$ cat config.mk
export PLATFORM = sky130hd
export DESIGN_NAME = rx_rate_cmd_parser
export DESIGN_NICKNAME = d
export VERILOG_FILES = /design/src/rtl/rate_cmd_pkg.sv /design/src/rtl/rx_byte_timer.sv /design/src/rtl/rx_rate_cmd_parser.sv
export SDC_FILE = /design/constraint.sdc
export NUM_CORES = 1
export LEC_CHECK = 0
export ABC_AREA = 1
export CAP_MARGIN = 15
export CELL_PAD_IN_SITES_DETAIL_PLACEMENT = 0
export CELL_PAD_IN_SITES_GLOBAL_PLACEMENT = 2
export CORE_MARGIN = 4
export CORE_UTILIZATION = 26
export CTS_CLUSTER_SIZE = 24
export DETAILED_ROUTE_END_ITERATION = 10
export PLACE_DENSITY = 0.76
export SETUP_SLACK_MARGIN = 0.02
export SYNTH_ARGS = -nofsm -noshare
export SYNTH_HDL_FRONTEND = slang
export SYNTH_SLANG_ARGS = --single-unit
$ cat constraint.sdc
create_clock -name clk -period 2.1 [get_ports clk]
set_clock_uncertainty 0.15 [all_clocks]
set_input_delay 0.42 -clock clk [delete_from_list [all_inputs] [get_ports clk]]
set_output_delay 0.42 -clock clk [all_outputs]
set_load 0.01 [all_outputs]
$ cat src/rtl/rate_cmd_pkg.sv
// Shared constants for the rate command path: ASCII bytes, rate codes and parser states.
// Used by the receive parser, the status transmitter and the rate selector.
package rate_cmd_pkg;

    localparam logic [7:0] ASCII_CR    = 8'h0D;
    localparam logic [7:0] ASCII_LF    = 8'h0A;
    localparam logic [7:0] ASCII_SPACE = 8'h20;
    localparam logic [7:0] ASCII_COLON = 8'h3A;
    localparam logic [7:0] ASCII_R     = 8'h72;
    localparam logic [7:0] ASCII_A     = 8'h61;
    localparam logic [7:0] ASCII_T     = 8'h74;
    localparam logic [7:0] ASCII_E     = 8'h65;
    localparam logic [7:0] ASCII_1     = 8'h31;
    localparam logic [7:0] ASCII_5     = 8'h35;

    localparam logic [7:0] CASE_FOLD   = 8'h20;

    localparam logic [1:0] RATE_1 = 2'b00;
    localparam logic [1:0] RATE_5 = 2'b01;
    localparam logic [1:0] RATE_A = 2'b10;

    typedef enum logic [2:0] {
        ST_IDLE    = 3'd0,
        ST_KEYWORD = 3'd1,
        ST_ARG     = 3'd2,
        ST_TERM    = 3'd3,
        ST_FLUSH   = 3'd4
    } parser_state_e;

    // Keyword positions 1..3 are letters (case-folded); position 4 is ':' and must match exactly.
    function automatic logic keyword_match(input logic [2:0] idx, input logic [7:0] data);
        logic [7:0] folded;
        logic       hit;
        folded = data | CASE_FOLD;
        hit    = 1'b0;
        case (idx)
            3'd1:    hit = (folded == ASCII_A);
            3'd2:    hit = (folded == ASCII_T);
            3'd3:    hit = (folded == ASCII_E);
            3'd4:    hit = (data == ASCII_COLON);
            default: hit = 1'b0;
        endcase
        return hit;
    endfunction

endpackage

$ cat src/rtl/rx_byte_timer.sv
// Inter-byte timeout counter: counts enabled cycles, clears on a byte or on expiry.
// Only instantiated when RX_CMD_TIMEOUT_EN is defined.
module rx_byte_timer #(
    parameter int unsigned LIMIT = 5_000_000,
    parameter int unsigned TMR_W = 23
) (
    input  logic clk,
    input  logic reset,
    input  logic clear,
    input  logic enable,
    output logic expire
);

    logic [TMR_W-1:0] count;

    // Expiry fires on the LIMIT-th consecutive enabled cycle.
    assign expire = enable && (count == TMR_W'(LIMIT - 1));

    always_ff @(posedge clk or negedge reset) begin
        if (!reset) begin
            count <= '0;
        end else if (clear || expire) begin
            count <= '0;
        end else if (enable) begin
            count <= count + 1'b1;
        end
    end

endmodule

$ cat src/rtl/rx_rate_cmd_parser.sv
// Parses "rate:<1|5|a>\n" from the UART byte stream and updates the 2-bit rate code.
// Optional inter-byte timeout is built when RX_CMD_TIMEOUT_EN is defined.
module rx_rate_cmd_parser
    import rate_cmd_pkg::*;
#(
    parameter int unsigned TIMEOUT_CYC = 5_000_000,
    parameter int unsigned TMR_W       = 23
) (
    input  logic          clk,
    input  logic          reset,
    input  logic          iRX_VALID,
    input  logic [7:0]    iRX_DATA,
    output logic [1:0]    oRATE,
    output logic          oRATE_UPDATE,
    output logic          oCMD_ERR,
    output logic          oBUSY,
    output parser_state_e dbg_state
);

    // iRX_VALID is a one-cycle strobe with no back-pressure: every cycle it is high
    // carries a new byte and the parser consumes it on that edge, with no dead cycles.

    parser_state_e state;
    logic [2:0]    idx;
    logic [1:0]    pending;
    logic [7:0]    folded;
    logic          timeout;

    assign folded    = iRX_DATA | CASE_FOLD;
    assign oBUSY     = (state != ST_IDLE);
    assign dbg_state = state;

`ifdef RX_CMD_TIMEOUT_EN
    logic timer_en;

    assign timer_en = (state == ST_KEYWORD) || (state == ST_ARG) || (state == ST_TERM);

    rx_byte_timer #(
        .LIMIT (TIMEOUT_CYC),
        .TMR_W (TMR_W)
    ) u_timer (
        .clk    (clk),
        .reset  (reset),
        .clear  (iRX_VALID),
        .enable (timer_en),
        .expire (timeout)
    );
`else
    localparam int unsigned unused_timeout_cfg = TIMEOUT_CYC + TMR_W;

    assign timeout = 1'b0;
`endif

    always_ff @(posedge clk or negedge reset) begin
        if (!reset) begin
            state        <= ST_IDLE;
            idx          <= '0;
            pending      <= RATE_1;
            oRATE        <= RATE_1;
            oRATE_UPDATE <= 1'b0;
            oCMD_ERR     <= 1'b0;
        end else begin
            oRATE_UPDATE <= 1'b0;
            oCMD_ERR     <= 1'b0;

            if (iRX_VALID && (iRX_DATA != ASCII_CR)) begin
                unique case (state)
                    ST_IDLE: begin
                        if ((iRX_DATA == ASCII_SPACE) || (iRX_DATA == ASCII_LF)) begin
                            state <= ST_IDLE;
                        end else if (folded == ASCII_R) begin
                            state <= ST_KEYWORD;
                            idx   <= 3'd1;
                        end else begin
                            state    <= ST_FLUSH;
                            oCMD_ERR <= 1'b1;
                        end
                    end

                    ST_KEYWORD: begin
                        if (iRX_DATA == ASCII_LF) begin
                            state    <= ST_IDLE;
                            idx      <= '0;
                            oCMD_ERR <= 1'b1;
                        end else if (keyword_match(idx, iRX_DATA)) begin
                            if (idx == 3'd4) begin
                                state <= ST_ARG;
                                idx   <= '0;
                            end else begin
                                idx <= idx + 3'd1;
                            end
                        end else begin
                            state    <= ST_FLUSH;
                            idx      <= '0;
                            oCMD_ERR <= 1'b1;
                        end
                    end

                    ST_ARG: begin
                        if (iRX_DATA == ASCII_1) begin
                            pending <= RATE_1;
                            state   <= ST_TERM;
                        end else if (iRX_DATA == ASCII_5) begin
                            pending <= RATE_5;
                            state   <= ST_TERM;
                        end else if (folded == ASCII_A) begin
                            pending <= RATE_A;
                            state   <= ST_TERM;
                        end else if (iRX_DATA == ASCII_LF) begin
                            state    <= ST_IDLE;
                            oCMD_ERR <= 1'b1;
                        end else begin
                            state    <= ST_FLUSH;
                            oCMD_ERR <= 1'b1;
                        end
                    end

                    ST_TERM: begin
                        if (iRX_DATA == ASCII_LF) begin
                            oRATE        <= pending;
                            oRATE_UPDATE <= 1'b1;
                            state        <= ST_IDLE;
                        end else begin
                            state    <= ST_FLUSH;
                            oCMD_ERR <= 1'b1;
                        end
                    end

                    ST_FLUSH: begin
                        if (iRX_DATA == ASCII_LF) begin
                            state <= ST_IDLE;
                        end
                    end

                    default: begin
                        state <= ST_IDLE;
                        idx   <= '0;
                    end
                endcase
            end else if (!iRX_VALID && timeout) begin
                // A stalled partial command is dropped; the rate code is left alone.
                state    <= ST_IDLE;
                idx      <= '0;
                oCMD_ERR <= 1'b1;
            end
        end
    end

endmodule

==> impl_metrics.tcl <==
set metrics [dict create \
    fin_crit_ns 1.94 \
    hold_class "register to register" \
    fp.dieW_um 66.9 \
    synth_seq_cells 12 \
    maxSlewHeadroom_pct 63.7 \
    finalCritPeriodShare_pct 92.4 \
    clock-sinks 12 \
    status "finished clean" \
    yosysSeqAreaShare_pct 33.3 \
    fillers 382 \
    slowest_stage "dfrtp_1" \
    vias 960 \
    crit_path_start_kind "register" \
    syn_inst 142 \
    setup_viol 0 \
    synth_nets 158 \
    yosys_warnings 0 \
    critical_path_cell_count 5 \
    cts-root-buf "clkbuf_4" \
    dpl.hpwl_mm 1.99 \
    grt_pass1_vias 894 \
    dp_cells 220 \
    clk_latency_ns 0.27 \
    setup_slack_ns 0.160 \
    diodes 0 \
    cp.required_ns 1.53 \
    fin_cells 225 \
    vias_per_cell 4.27 \
    slowest_delay_ns 0.42 \
    start_util_pct 27.0 \
    antenna_found_initial 0 \
    track_usage_pct 11.5 \
    leakagePower_nw 0.684 \
    drcViolationCount 0 \
    worst_pin_slew_ns 0.542 \
    arrival_ns 1.37 \
    grt_max_degree 13 \
    die_h_um 66.9 \
    max_freq_mhz 515 \
    crit_top_cell "inv_1" \
    drt-total-wl_mm 2.34 \
    nets 196 \
    synth_area_um2 902 \
    gp_congestion 0.856 \
    port_buffers 18 \
    cts_tree "yes" \
    ctsHoldBuffers 0 \
    crit_buf_inv 3 \
    tns_ns 0 \
    crit_chain "inv_1 -> nand2_1 -> nor2_1 -> inv_1 -> dlygate4sd2_1" \
    clkTransAtPathRegs_ns 0.08 \
    vdd_drop_max_mv 0.302 \
    p_total_mw 0.689 \
    pin_count 19 \
    cts_buffers 3 \
    endpoint "oBUSY" \
    rrSetupSlack_ns 0.20 \
    crit_start "dbg_state[2]" \
    postRouteAntennaNets 0 \
    r2r-end "dbg_state[2]" \
    rr_worst_depth 12 \
    fp-row-count 21 \
    cts_max_level 1 \
    critPathKind "register to primary output" \
    first_iter_violations 36 \
    final_max_slew_viol_count 0 \
    synth_cell_types 17 \
    pre_cts_ws_ns -0.141 \
    crit_fanout 4 \
    maxCapViolCount 0 \
    rsz0062_at_grt "no" \
    cts_buffer_depth 2 \
    grt_overflow_total 0 \
    worst_hold_startpoint "pending[0]" \
    power_per_cell_area_nw_per_um2 525 \
    synthToLayoutAreaGrowth_pct 45.5 \
    die-area_um2 4480 \
    fin_util_pct 39.3 \
    hold_viol 0 \
    critPathCaptureType "primary output" \
    wl_per_cell_um 10.4 \
    grt_pass1_wl_mm 3.86 \
    layout-drive-gt1-share_pct 16.8 \
    core-area_um2 3340 \
    critPathTopFamily "buffers and inverters" \
    avgSynthCellArea_um2 6.35 \
    first_pass_iters 4 \
    r2r_start "idx[0]" \
]
-- cells in the mapped netlist --
master	n	area (um2)
a21oi_1	3	15.0
a22oi_1	1	7.51
a31oi_1	1	6.26
dfrtp_1	12	300
ha_1	5	62.6
inv_1	27	101
inv_2	1	3.75
nand2_1	46	173
nand2_4	1	11.3
nand3_1	7	35.0
nand4_1	5	31.3
nor2_1	21	78.8
nor2_2	3	18.8
nor2_4	2	22.5
nor3_1	3	15.0
o21ai_0	3	15.0
o21ai_1	1	5.00
-- worst min-delay path by stage --
stage,end,slack [ns],depth (start not counted)
finish,oRATE[0],0.34,2
global route,oRATE[0],0.35,2
CTS,oRATE[0],0.33,2
detailed placement,oRATE[0],0.32,2
global placement,oRATE[0],0.31,2
floorplan,dbg_state[0],-0.03,0
-- layer usage --
metal	part of all wire (%)	global-route usage (%)	routed length, um
met5	0	0	0
met4	0	1.52	0
met3	4.4	3.88	104
met2	47	18.6	1100
met1	48	15.0	1130
-- flip-flops by register name, summed over array words and instances, names as in the netlist --
signal,cells
dbg_state,3
idx,3
oRATE,2
pending,2
oCMD_ERR,1
oRATE_UPDATE,1
-- area by class of cell --
cell class,instances,area (um2),share of cell area [%]
multi-input combinational,102,522,39.8
sequential,12,300,22.9
timing repair buffer,33,292,22.2
inverter,28,105,8.01
tap,46,57.6,4.39
clock buffer,4,36.3,2.76
-- metrics by stage --
step / cell area, um2 / hold WS, ns
global route: 1310 / 0.351
CTS: 1280 / 0.332
detailed placement: 1240 / 0.317
finish: 1310 / 0.337
floorplan: 902 / -0.0256
global placement: 1240 / 0.314
-- timing repair --
action                     CTS  global route
gates cloned                 0             0
pin swaps                    0             2
buffers inserted             0             1
setup endpoints to repair    1             6
gates resized for setup      1             6
-- worst register-to-register path, delay by kind of cell, from the launching register on --
family | cells | cell delay [ns]
simple gates | 9 | 0.78
buf+inv | 1 | 0.04
fa+ha+maj | 2 | 0.41
flops | 1 | 0.41
-- cells in the final DEF, fill, tap and decap left out --
master / instances
nor2_2: 3
nand4_1: 5
dlygate4sd2_1: 1
o21ai_0: 3
buf_4: 15
clkdlybuf4s50_1: 17
nand2_4: 2
nor2_1: 20
inv_1: 27
a22oi_1: 1
nand3_2: 2
clkbuf_8: 1
nand3_1: 5
a21oi_1: 3
o21ai_1: 1
nor3_1: 3
nand2_1: 45
ha_1: 5
nor2_4: 3
clkbuf_4: 3
a31oi_1: 1
dfrtp_1: 12
inv_2: 1
-- power by group --
part           internal [mW]  total (mW)  leakage, nW  switching (mW)
Sequential             0.248       0.262        0.159          0.0141
Clock                  0.105       0.179       0.0210          0.0740
Combinational          0.109       0.248        0.504           0.139
-- cell families (layout without fill, tap and decap cells) --
kind of cell    count (synthesis)  in the layout  share of synthesized area (%)
compound gates                  9              9                           5.41
flops                          12             12                           33.3
simple gates                   88             88                           42.7
buf+inv                        28             65                           11.7
fa+ha+maj                       5              5                           6.93
No activity file was read; power rests on OpenSTA's default activity.
